==> config.mk <==
export PLATFORM = sky130hd
export DESIGN_NAME = dice_roll_stabilizer
export DESIGN_NICKNAME = d
export VERILOG_FILES = /design/src/rtl/dice_pkg.sv /design/src/rtl/dice_frame_counter.sv /design/src/rtl/dice_roll_stabilizer.sv
export SDC_FILE = /design/constraint.sdc
export NUM_CORES = 1
export LEC_CHECK = 0
export ABC_AREA = 1
export CORE_UTILIZATION = 50
export DETAILED_ROUTE_END_ITERATION = 8
export GPL_TIMING_DRIVEN = 0
export PLACE_DENSITY = 0.74
export SLEW_MARGIN = 20
export SYNTH_ARGS = -nofsm -noshare
export SYNTH_HDL_FRONTEND = slang
export SYNTH_SLANG_ARGS = --single-unit
==> constraint.sdc <==
create_clock -name clk -period 2.6 [get_ports clk]
set_input_delay 0.26 -clock clk [delete_from_list [all_inputs] [get_ports clk]]
set_output_delay 0.26 -clock clk [all_outputs]
set_load 0.05 [all_outputs]
==> src/rtl/dice_pkg.sv <==
// Shared types and widths for the dice roll stabilizer.
package dice_pkg;

    localparam int ROLL_W = 8;   // width of the accepted-roll counter
    localparam int CNT_W  = 4;   // width of the frame counters

    typedef logic [1:0] dice_val_t;

    localparam dice_val_t NO_DICE = 2'd0;

    typedef enum logic [1:0] {
        ST_WAIT_CLEAR = 2'd0,
        ST_WAIT_DICE  = 2'd1,
        ST_STABILIZE  = 2'd2,
        ST_PRESENT    = 2'd3
    } dice_state_e;

endpackage

==> src/rtl/dice_frame_counter.sv <==
// Saturating frame counter. hit_o looks one increment ahead: it is high
// when the next increment would reach (or has already reached) the limit,
// so the controller can act on the same frame that completes the count
// without any combinational path from clr_i/inc_i back to hit_o.
// clr_i and inc_i together restart the count at 1.
module dice_frame_counter
    import dice_pkg::*;
(
    input  logic             clk,
    input  logic             reset_ni,
    input  logic             inc_i,
    input  logic             clr_i,
    input  logic [CNT_W-1:0] limit_i,
    output logic             hit_o
);

    logic [CNT_W-1:0] cnt_q;
    logic [CNT_W-1:0] cnt_d;
    logic [CNT_W-1:0] base;

    // Next count: optional clear, then a saturating increment.
    always_comb begin
        base  = clr_i ? '0 : cnt_q;
        cnt_d = base;
        if (inc_i && (base < limit_i)) begin
            cnt_d = base + 1'b1;
        end
    end

    assign hit_o = ({1'b0, cnt_q} + 1'b1) >= {1'b0, limit_i};

    // Counter register with synchronous active-low reset.
    always_ff @(posedge clk) begin
        if (!reset_ni) begin
            cnt_q <= '0;
        end else begin
            cnt_q <= cnt_d;
        end
    end

endmodule

==> src/rtl/dice_roll_stabilizer.sv <==
// Accepts a dice roll only after it has been seen unchanged for a number
// of camera frames, offers it to the game with a valid/ready handshake and
// re-arms only after the table has been seen empty for a number of frames.
module dice_roll_stabilizer
    import dice_pkg::*;
#(
    parameter int unsigned STABLE_FRAMES = 4,
    parameter int unsigned CLEAR_FRAMES  = 2
) (
    input  logic              clk,
    input  logic              reset,
    input  logic              frame_done,
    input  logic              class_valid,
    input  logic [1:0]        class_value,
    input  logic              game_ready,
    output logic              dice_valid,
    output logic [1:0]        dice_value,
    output logic              armed,
    output logic [ROLL_W-1:0] roll_count
);

    localparam logic [CNT_W-1:0] STB_LIMIT = CNT_W'(STABLE_FRAMES);
    localparam logic [CNT_W-1:0] CLR_LIMIT = CNT_W'(CLEAR_FRAMES);
    localparam bit               STB_ONE   = (STABLE_FRAMES == 1);

    dice_state_e       state_q, state_d;
    dice_val_t         cand_q, cand_d;
    logic [ROLL_W-1:0] roll_q, roll_d;
    logic              valid_q, valid_d;
    dice_val_t         value_q, value_d;

    dice_val_t         sample;
    logic              clr_inc, clr_clr, clr_hit;
    logic              stb_inc, stb_clr, stb_hit;

    // An invalid classification is treated exactly like an empty table.
    assign sample = class_valid ? class_value : NO_DICE;

    dice_frame_counter u_clr_cnt (
        .clk      (clk),
        .reset_ni (reset),
        .inc_i    (clr_inc),
        .clr_i    (clr_clr),
        .limit_i  (CLR_LIMIT),
        .hit_o    (clr_hit)
    );

    dice_frame_counter u_stb_cnt (
        .clk      (clk),
        .reset_ni (reset),
        .inc_i    (stb_inc),
        .clr_i    (stb_clr),
        .limit_i  (STB_LIMIT),
        .hit_o    (stb_hit)
    );

    // FSM next state: frames advance the state, game_ready only ends PRESENT.
    always_comb begin
        state_d = state_q;
        cand_d  = cand_q;
        roll_d  = roll_q;
        clr_inc = 1'b0;
        clr_clr = 1'b0;
        stb_inc = 1'b0;
        stb_clr = 1'b0;
        case (state_q)
            ST_WAIT_CLEAR: begin
                if (frame_done) begin
                    if (sample == NO_DICE) begin
                        if (clr_hit) begin
                            state_d = ST_WAIT_DICE;
                            clr_clr = 1'b1;
                        end else begin
                            clr_inc = 1'b1;
                        end
                    end else begin
                        clr_clr = 1'b1;
                    end
                end
            end
            ST_WAIT_DICE: begin
                if (frame_done && (sample != NO_DICE)) begin
                    cand_d  = sample;
                    stb_clr = 1'b1;
                    stb_inc = 1'b1;
                    state_d = STB_ONE ? ST_PRESENT : ST_STABILIZE;
                end
            end
            ST_STABILIZE: begin
                if (frame_done) begin
                    if (sample == NO_DICE) begin
                        stb_clr = 1'b1;
                        state_d = ST_WAIT_DICE;
                    end else if (sample == cand_q) begin
                        stb_inc = 1'b1;
                        if (stb_hit) begin
                            state_d = ST_PRESENT;
                        end
                    end else begin
                        cand_d  = sample;
                        stb_clr = 1'b1;
                        stb_inc = 1'b1;
                    end
                end
            end
            ST_PRESENT: begin
                // Frames seen here are deliberately ignored.
                if (game_ready) begin
                    state_d = ST_WAIT_CLEAR;
                    roll_d  = roll_q + 1'b1;
                    clr_clr = 1'b1;
                end
            end
            default: begin
                state_d = ST_WAIT_CLEAR;
            end
        endcase
        valid_d = (state_d == ST_PRESENT);
        value_d = valid_d ? cand_d : NO_DICE;
    end

    // State, candidate, roll counter and registered offer outputs.
    always_ff @(posedge clk) begin
        if (!reset) begin
            state_q <= ST_WAIT_CLEAR;
            cand_q  <= NO_DICE;
            roll_q  <= '0;
            valid_q <= 1'b0;
            value_q <= NO_DICE;
        end else begin
            state_q <= state_d;
            cand_q  <= cand_d;
            roll_q  <= roll_d;
            valid_q <= valid_d;
            value_q <= value_d;
        end
    end

    assign dice_valid = valid_q;
    assign dice_value = value_q;
    assign armed      = (state_q == ST_WAIT_DICE) || (state_q == ST_STABILIZE);
    assign roll_count = roll_q;

endmodule

==> key figures, run 1 <==
Routing
  • Detail Route Antenna Nets: 0
  • DRT iter0 DRCs: 29
  • Drc violations: 0
  • DR vias/cell: ~5.2
  • Drt total wl: approximately 2700 um
  • WL per Instance: roughly 11 um
  • Vias: 1260
  • First drt pass iteration count: 4

Logic synthesis
  • Seq cells post-synth: 23
  • Syn Inst Count: roughly 190
  • Post-synth net total: roughly 210
  • Post-synthesis sequential area ratio: 0.3433
  • Yosys cell types: 23
  • Synthesized area: between 1000 and 1500 um2
  • Syn Area/Cell: around 7.0 um2
  • Yosys warning total: 0

Clocking
  • Clock Path Buffers: 2
  • CTS resizes: 0
  • Clk root buf: clkbuf_4
  • TritonCTS Buffers: 3
  • H-tree levels: 1
  • Clock sink count: 23
  • Cts hold-fix bufs: 0
  • Clock latency on the worst-skew pair: roughly 0.30 ns
  • Clock-pin slew of the registers on the worst-case setup and hold paths: roughly 0.12 ns
  • Postcts setup bufs: 0
  • CTS tree: done

Floorplan
  • Die ar.: slightly below 3000 um2
  • Row count: 18
  • Die height: about 54 um
  • # IOs: 19
  • Die Width: 53.80 um
  • CORE AREA: 2500 um2
  • Starting Density: 0.5365

Timing
  • Relative slew margins: 0.6633
  • Worst Tran Pin Value: between 0.5 and 0.6 ns
  • F_max: around 450 MHz
  • Setup violators final: 0
  • Unrepaired setup endpoints after global routing: false
  • Final Max Tran Viols: 0
  • Setup TNS: 0 ns
  • WHS: ~0.45 ns
  • Final min period: 2.247 ns
  • Clock skew: around 0.013 ns
  • Period utilization: 0.8642
  • Final Hold Viols: 0

Global route
  • Initial antenna violation count: 0
  • Number of global-route vias before repair: about 1100
  • Total Routing Usage GR: 0.2073
  • Pin count of the biggest net entering global routing: 13
  • GRT overflow: 0
  • First-pass GRT wire length: 4395 um

Worst setup path
  • Reg-to-reg setup timing slack: just under 0.6 ns
  • R2r startpoint: u_clr_cnt.cnt_q[1]
  • CP top delay family: buffers and inverters
  • Crit Path Max Fanout: 4
  • Slowest-stage cell, CP: clkdlybuf4s50_1
  • Crit-path cells: inv_1 -> ha_1 -> clkdlybuf4s50_1
  • RR Endpoint: u_clr_cnt.cnt_q[1]
  • Critical Path RT: 2.34 ns
  • Worst path bufs/invs: 2
  • Crit path capture type: output port
  • Critical path class: reg2out
  • Crit path depth: 3
  • Crit path from: state_q[0]
  • CP max stage delay: between 0.8 and 0.9 ns
  • CP Data Arrival Time: 1.99 ns
  • Worst Setup EP: armed
  • Worst reg2reg path depth: 15
  • Crit path launch type: flop

Layout
  • Core Util, Final: 0.6341
  • Final instance area: about 1600 um2
  • ANT cells: 0
  • Fillers: 232
  • Layout Nets: 232
  • Share of layout cells above drive strength 1: 0.1028
  • Synth-to-layout area growth: 18.19%

Placement
  • Placed inst area: between 1500 and 2000 um2
  • IO Port Bufs: 18
  • Detailed placement HPWL: ~2200 um
  • RePlAce Congestion: approximately 0.80

Power and ir drop
  • P_leak: around 0.00070 uW
  • Power per cell area: roughly 440 nW/um2
  • Total power: around 700 uW
  • VDD IR max: about 0.00036 V

Hold path
  • Hold crit path type: reg2reg

Run
  • Max-Cap Viols: 0

Outcome
  • Run status: complete, no violations
-- synthesized netlist by cell type --
library cell  instances  area (um2)
nand2_1              45       168.9
inv_1                25       93.84
nor2_1               24       90.09
dfxtp_1              23       460.4
a21oi_1              14       70.07
ha_1                 10       125.1
nand3_1              10       50.05
o21ai_0               9       45.04
nand2_2               6       37.54
nor3_1                6       30.03
nand2_4               3       33.78
nand3_2               2       20.02
nand4_1               2       12.51
nor2_2                2       12.51
o21ai_2               2       17.52
xor2_1                2       17.52
a211oi_1              1       7.510
a21oi_4               1       16.27
a31oi_1               1       6.260
clkbuf_1              1       3.750
inv_2                 1       3.750
nor3b_2               1       12.51
or2_2                 1       6.260
-- through the flow --
step | instances | worst slack, ns
6_report | 244 | 0.3530
2_1_floorplan | 192 | 0.5857
3_3_place_gp | 240 | 0.5314
3_5_place_dp | 240 | 0.4594
4_1_cts | 244 | 0.3461
5_1_grt | 244 | 0.2513
-- worst reg2reg max path: cells and delay by family, from the launching register on --
kind                     cells  cell delay (ns)
adder cells (fa/ha/maj)      2             0.50
buffers and inverters        3             0.20
AO/OA/AOI/OAI                1             0.06
AND/OR/NAND/NOR              9             0.69
flip-flops                   1             0.46
-- flip-flops by register name, summed over array words and instances (netlist names) --
register / flops
roll_count: 8
u_clr_cnt.cnt_q: 4
u_stb_cnt.cnt_q: 4
cand_q: 2
dice_value: 2
state_q: 2
dice_valid: 1
-- layer usage --
metal  routed length (um)  global-route usage  vias up
li1                     -                   -      659
met1                 1269              0.2543      578
met2                 1377              0.3786       21
met3                   87             0.02825        2
met4                   13             0.04386        0
met5                    0                   0        -
-- cell type report --
| class | count | area [um2] | area share |
|---|---|---|---|
| sequential | 23 | 460.4 | 0.2905 |
| multi-input combinational | 142 | 779.5 | 0.4917 |
| clock buffer | 4 | 26.28 | 0.01657 |
| tap | 30 | 37.54 | 0.02368 |
| inverter | 26 | 97.59 | 0.06156 |
| timing repair buffer | 18 | 180.2 | 0.1137 |
| buffer | 1 | 3.754 | 0.002368 |
-- power by group --
part	switching, uW	internal (uW)	leakage [uW]	total, uW
registers	9.62	360	0.000186	370
clock network	94.9	59.6	0.0000150	154
logic	117	61.8	0.000500	179
total	222	482	0.000701	703
-- placed cells by master, fill, tap and decap left out, types with 2 or more instances in the layout --
cell	n
nand3_1	10
dfxtp_1	23
clkdlybuf4s50_1	18
nor3_1	6
o21ai_2	2
clkbuf_1	2
o21ai_0	9
clkbuf_4	3
nand3_2	2
ha_1	10
nand2_1	45
nand2_2	6
nand4_1	2
a21oi_1	14
inv_1	25
nor2_2	2
nor2_1	24
nand2_4	3
xor2_1	2
-- worst min path at each step --
stage	from	endpoint	slack, ns	cells past startpoint
after global routing	u_stb_cnt.cnt_q[3]	u_stb_cnt.cnt_q[3]	0.48	2
after detailed placement	u_stb_cnt.cnt_q[3]	u_stb_cnt.cnt_q[3]	0.43	2
after floorplan	reset	u_clr_cnt.cnt_q[0]	0.38	2
after CTS	u_stb_cnt.cnt_q[3]	u_stb_cnt.cnt_q[3]	0.45	2
final	u_stb_cnt.cnt_q[3]	u_stb_cnt.cnt_q[3]	0.45	2
after global placement	u_stb_cnt.cnt_q[3]	u_stb_cnt.cnt_q[3]	0.43	2
-- logic make-up after synthesis --
| logic type | synth area share |
|---|---|
| and+or+nand+nor | 0.3535 |
| xor gates and xnor gates | 0.01306 |
| adders and majority gates | 0.09328 |
| AOI/OAI and AO/OA | 0.1213 |
| DFF | 0.3433 |
| buffers and inverters | 0.07555 |
No activity file was read; power rests on OpenSTA's default activity.
==> run 2: changes to the inputs <==
==> constraint.sdc (replaced) <==
create_clock -name clk -period 2.2 [get_ports clk]
set_input_delay 0.22 -clock clk [delete_from_list [all_inputs] [get_ports clk]]
set_output_delay 0.22 -clock clk [all_outputs]
set_load 0.05 [all_outputs]
==> run 2 against run 1 <==
Compared with the run above:
- via count is the same
- first-iteration DRC count did not move
- sequential power increased by 18%
- clock skew stayed put
- highest routed layer unchanged
- final area is essentially flat
==> key figures, run 2 (same netlist as run 1, synthesis figures left out) <==
Global route
  • Number of global-route vias before repair: around 1100
  • GRT overflow: 0
  • Total Routing Usage GR: 0.2073
  • Pin count of the biggest net entering global routing: 13
  • Initial antenna violation count: 0
  • First-pass GRT wire length: approximately 4400 um

Layout
  • Layout Nets: ~230
  • Max FFs per register: 8
  • Final instance area: 1584 um2
  • Layout Cells excl Fill: 244
  • ANT cells: 0
  • Synth-to-layout area growth: 18.10%
  • Share of layout cells above drive strength 1: 0.1028
  • Most frequent cells in the layout: nand2_1, inv_1, nor2_1
  • Commonest non-fill, non-tap cell in the layout: nand2_1

Routing
  • Drt total wl: between 2000 and 3000 um
  • Detail Route Antenna Nets: 0
  • DR vias/cell: 5.164
  • Drc violations: 0
  • DRT iter0 DRCs: 29
  • WL per Instance: 11.27 um
  • First drt pass iteration count: 4
  • Vias: roughly 1300

Timing
  • Worst Tran Pin Value: approximately 0.50 ns
  • Setup TNS: 0 ns
  • Relative slew margins: 0.6633
  • Setup violators final: 0
  • Final Max Tran Viols: 0
  • Period utilization: 0.9174
  • Clock skew: roughly 0.013 ns
  • Unrepaired setup endpoints after global routing: false
  • Final Hold Viols: 0
  • F_max: 495.5 MHz
  • Final min period: a little over 2 ns

Power and ir drop
  • P_sw: roughly 260 uW
  • Internal power: 566.1 uW
  • Power per cell area: between 500 and 600 nW/um2
  • Combinational power share: 0.251
  • P_leak: between 0.0007 and 0.0008 uW
  • Sequential power share: 0.528
  • Sw frac: 0.3162
  • VDD IR max: 0.0004257 V
  • Power share of the clock group: 0.220

Worst setup path
  • Reg-to-reg setup timing slack: roughly 0.18 ns
  • Crit path capture type: flop
  • R2r startpoint: u_clr_cnt.cnt_q[1]
  • Critical path class: reg2reg
  • Crit path launch type: flop
  • Crit Path Max Fanout: 6
  • RR Endpoint: u_clr_cnt.cnt_q[1]
  • Critical Path RT: between 2 and 2.5 ns
  • Worst reg2reg path depth: 15
  • CP Data Arrival Time: about 2.2 ns

Clocking
  • H-tree levels: 1
  • Clock-pin slew of the registers on the worst-case setup and hold paths: around 0.12 ns
  • TritonCTS Buffers: 3
  • Cts hold-fix bufs: 0
  • Clock Path Buffers: 2
  • Clk root buf: clkbuf_4
  • Clock sink count: 23
  • Clock latency on the worst-skew pair: around 0.30 ns
  • CTS tree: done

Floorplan
  • Row count: 18
  • Die Width: 53.80 um
  • Starting Density: 0.5365
  • Die height: 53.80 um
  • Die ar.: about 2900 um2
  • CORE AREA: approximately 2500 um2
  • # IOs: 19

Placement
  • Dpl cells: 240
  • RePlAce Congestion: around 0.80
  • Placed inst area: 1559 um2
  • IO Port Bufs: 18
  • Detailed placement HPWL: roughly 2200 um

Hold path
  • Hold Startpoint: u_stb_cnt.cnt_q[3]
  • Hold depth: 2
  • Worst Hold Path EP: u_stb_cnt.cnt_q[3]
  • Hold crit path type: reg2reg

Outcome
  • Run status: complete, no violations

Run
  • Max-Cap Viols: 0
==> run 2: final cells by class <==
cell class              count  area (um2)
well taps                  30       37.54
repair buffers             18       178.9
clock buffers               4       26.28
inverters                  26       97.59
fillers                   233       915.9
multi-input cells         142       779.5
plain buffers               1       3.754
flip-flops and latches     23       460.4
==> run 2: power groups by stage <==
stage | Sequential [uW] | Combinational (uW) | Clock (uW)
6_report | 437 | 208 | 183
5_1_grt | 440 | 230 | 212
4_1_cts | 437 | 208 | 192
3_5_place_dp | 447 | 210 | 0
3_3_place_gp | 446 | 204 | 0
2_1_floorplan | 445 | 160 | 0
==> run 2: metal layers <==
layer / global-route usage / up-vias / part of all wire
met4: 0.04386 / 0 / 0.0047
li1: - / 659 / -
met1: 0.2543 / 578 / 0.46
met5: 0 / - / 0
met2: 0.3786 / 21 / 0.50
met3: 0.02825 / 2 / 0.029
==> run 2: worst max-delay path by stage <==
stage	to	slack [ns]	cells past startpoint	startpoint
after floorplan	u_clr_cnt.cnt_q[1]	0.19	9	state_q[0]
after global placement	u_stb_cnt.cnt_q[1]	0.17	13	class_valid
after detailed placement	u_stb_cnt.cnt_q[1]	0.1	13	class_valid
after CTS	u_clr_cnt.cnt_q[1]	0.19	15	u_clr_cnt.cnt_q[1]
after global routing	u_clr_cnt.cnt_q[1]	0.04	15	u_clr_cnt.cnt_q[1]
final	u_clr_cnt.cnt_q[1]	0.18	15	u_clr_cnt.cnt_q[1]
==> run 2: critical path, cell delays in order, from the launching register on <==
cell and delay [ns]:
dfxtp_1 0.46, inv_1 0.08, ha_1 0.28, inv_1 0.04, nor2_1 0.08, nand2_1 0.07, nor2_2 0.09, nand2_2 0.08
nand2_2 0.08, nand2_4 0.06, nand2_4 0.07, nand2_1 0.07, inv_1 0.08, ha_1 0.22, nand3_1 0.08, a21oi_1 0.06
==> run 2: timing repair <==
action	in CTS	in global routing
endpoints found under the setup margin	1	0
buffers inserted	0	0
gates resized for setup	1	0
==> run 2: per-stage QoR <==
stage | setup slack, ns | util | power (uW) | hold slack, ns
after floorplan | 0.1857 | - | 604.1 | 0.3407
after global placement | 0.1714 | 0.6236 | 649.9 | 0.4299
after detailed placement | 0.09939 | 0.6236 | 657.2 | 0.4304
after CTS | 0.1885 | 0.6336 | 837.4 | 0.4506
after global routing | 0.03817 | 0.6336 | 882.0 | 0.4799
final | 0.1818 | 0.6336 | 828.0 | 0.4465
==> run 3: changes to the inputs <==
--- a/config.mk
+++ b/config.mk
@@ -6,10 +6,10 @@
 export NUM_CORES = 1
 export LEC_CHECK = 0
 export ABC_AREA = 1
-export CORE_UTILIZATION = 50
+export CORE_UTILIZATION = 53
 export DETAILED_ROUTE_END_ITERATION = 8
 export GPL_TIMING_DRIVEN = 0
-export PLACE_DENSITY = 0.74
+export PLACE_DENSITY = 0.78
 export SLEW_MARGIN = 20
 export SYNTH_ARGS = -nofsm -noshare
 export SYNTH_HDL_FRONTEND = slang
==> run 3 against run 2 <==
Compared with the run above:
- flip-flop and latch count unchanged
- final area is essentially flat
- combinational power hardly changed
- largest cell class unchanged
==> key figures, run 3 (same netlist as run 1, synthesis figures left out) <==
Layout
  • Commonest non-fill, non-tap cell in the layout: nand2_1
  • Share of layout cells above drive strength 1: 0.1075
  • Layout Nets: between 200 and 250
  • Final instance area: 1583 um2
  • Most frequent cells in the layout: nand2_1, inv_1, nor2_1
  • ANT cells: 0
  • Synth-to-layout area growth: 18.00%
  • Max FFs per register: 8

Clocking
  • Postcts setup bufs: 0
  • Clock Path Buffers: 2
  • TritonCTS Buffers: 3
  • Clk root buf: clkbuf_4
  • H-tree levels: 1
  • Clock latency on the worst-skew pair: ~0.31 ns
  • Clock-pin slew of the registers on the worst-case setup and hold paths: approximately 0.12 ns
  • Clock sink count: 23
  • CTS tree: done

Run
  • Max-Cap Viols: 0

Worst setup path
  • CP max stage delay: 0.45 ns
  • Crit-path cells: inv_1 -> ha_1 -> inv_1 -> nor2_1 -> nand2_1 -> nor2_2 -> nand2_2 -> nand2_2 -> nand2_4 -> nand2_4 -> nand2_1 -> inv_1 -> ha_1 -> nand3_1 -> a21oi_1
  • Crit Path Max Fanout: 6
  • CP top delay family: simple AND/OR/NAND/NOR gates
  • Crit-path most repeated cell: inv_1
  • Slowest-stage cell, CP: dfxtp_1
  • Crit path capture type: flop
  • Worst path bufs/invs: 3
  • Critical path class: reg2reg
  • Crit path launch type: flop
  • CP Data Arrival Time: about 2.2 ns
  • Critical Path RT: ~2.4 ns

Placement
  • RePlAce Congestion: 0.9219
  • Placed inst area: between 1500 and 2000 um2
  • IO Port Bufs: 18
  • Detailed placement HPWL: 2063 um

Power and ir drop
  • VDD IR max: between 0.0004 and 0.0005 V
  • Power per cell area: approximately 530 nW/um2
  • P_leak: around 0.00071 uW

Timing
  • F_max: between 500 and 600 MHz
  • Clock skew: ~0.0014 ns
  • Setup TNS: 0 ns
  • Setup violators final: 0
  • Period utilization: 0.9001
  • Relative slew margins: 0.6636
  • Final Hold Viols: 0
  • Unrepaired setup endpoints after global routing: false
  • Worst Tran Pin Value: between 0.5 and 0.6 ns
  • Final Max Tran Viols: 0
  • Final min period: 1.980 ns

Floorplan
  • Die Width: about 52 um
  • Starting Density: 0.5839
  • Row count: 17
  • Die height: approximately 52 um
  • # IOs: 19
  • Die ar.: 2736 um2
  • CORE AREA: approximately 2300 um2

Routing
  • Drc violations: 0
  • WL per Instance: about 11 um
  • DR vias/cell: between 5 and 6
  • DRT iter0 DRCs: 21
  • Vias: about 1200
  • Drt total wl: 2622 um
  • First drt pass iteration count: 4
  • Met3 wire length: ~67 um
  • Top Metal Used: met4
  • M1 wire length: 1284 um
  • WL met2: ~1200 um
  • Detail Route Antenna Nets: 0

Global route
  • First-pass GRT wire length: roughly 4400 um
  • Pin count of the biggest net entering global routing: 14
  • Total Routing Usage GR: 0.2150
  • Number of global-route vias before repair: ~1100
  • GRT overflow: 0
  • Initial antenna violation count: 0

Hold path
  • Hold crit path type: reg2reg

Outcome
  • Run status: complete, no violations
==> run 3: cell types whose count changed in the layout (fill, tap and decap cells not counted), sizes merged <==
cell / delta
clkbuf: -1
clkinv: +1
==> run 3: cell type report <==
| cell class | count | area [um2] |
|---|---|---|
| fillers | 194 | 714.4 |
| clock buffers | 3 | 22.52 |
| inverters | 26 | 97.59 |
| flip-flops and latches | 23 | 460.4 |
| plain buffers | 1 | 3.754 |
| clock inverters | 1 | 5.005 |
| multi-input cells | 142 | 779.5 |
| repair buffers | 18 | 178.9 |
| well taps | 28 | 35.03 |
==> run 3: path summary, 6_finish.rpt <==
path	slack (ns)	endpoint	start	depth (start not counted)
worst max-delay path	0.22	u_clr_cnt.cnt_q[1]	u_clr_cnt.cnt_q[1]	15
worst min-delay path	0.45	u_stb_cnt.cnt_q[3]	u_stb_cnt.cnt_q[3]	2
worst max register to register	0.22	u_clr_cnt.cnt_q[1]	u_clr_cnt.cnt_q[1]	15
worst min register to register	0.45	u_stb_cnt.cnt_q[3]	u_stb_cnt.cnt_q[3]	2
==> run 3: power breakdown <==
group,switching (uW),internal (uW),total (uW)
clock,124,67.9,192
combinational,140,69.9,210
sequential,11.1,426,437
==> run 3: repair_timing <==
item	4_1_cts	5_1_grt
setup endpoints to repair	1	0
endpoints found under the hold margin	0	0
resized for setup	1	0
hold buffers	0	0
==> run 3: worst reg2reg max path, stage by stage, from the launching register on <==
cell and delay (ns):
dfxtp_1 0.45, inv_1 0.07, ha_1 0.27, inv_1 0.04
nor2_1 0.08, nand2_1 0.07, nor2_2 0.09, nand2_2 0.08
nand2_2 0.08, nand2_4 0.06, nand2_4 0.07, nand2_1 0.07
inv_1 0.07, ha_1 0.23, nand3_1 0.09, a21oi_1 0.06
==> run 3: per-layer routing <==
layer | up-vias | GRT usage
met5 | - | 0
met4 | 0 | 0.09211
met3 | 4 | 0.02609
met2 | 17 | 0.3734
met1 | 550 | 0.2633
li1 | 656 | -
==> run 3: stage by stage <==
step           setup slack [ns]  total power, uW  hold WS [ns]  instances  utilization
2_1_floorplan            0.1857            604.1        0.3407        192            -
3_3_place_gp             0.1836            650.4        0.4308        238       0.6776
3_5_place_dp             0.1211            657.9        0.4313        238       0.6776
4_1_cts                  0.2176            849.6        0.4512        242       0.6890
5_1_grt                 0.02015            887.1        0.4915        242       0.6890
6_report                 0.2197            839.5        0.4475        242       0.6890
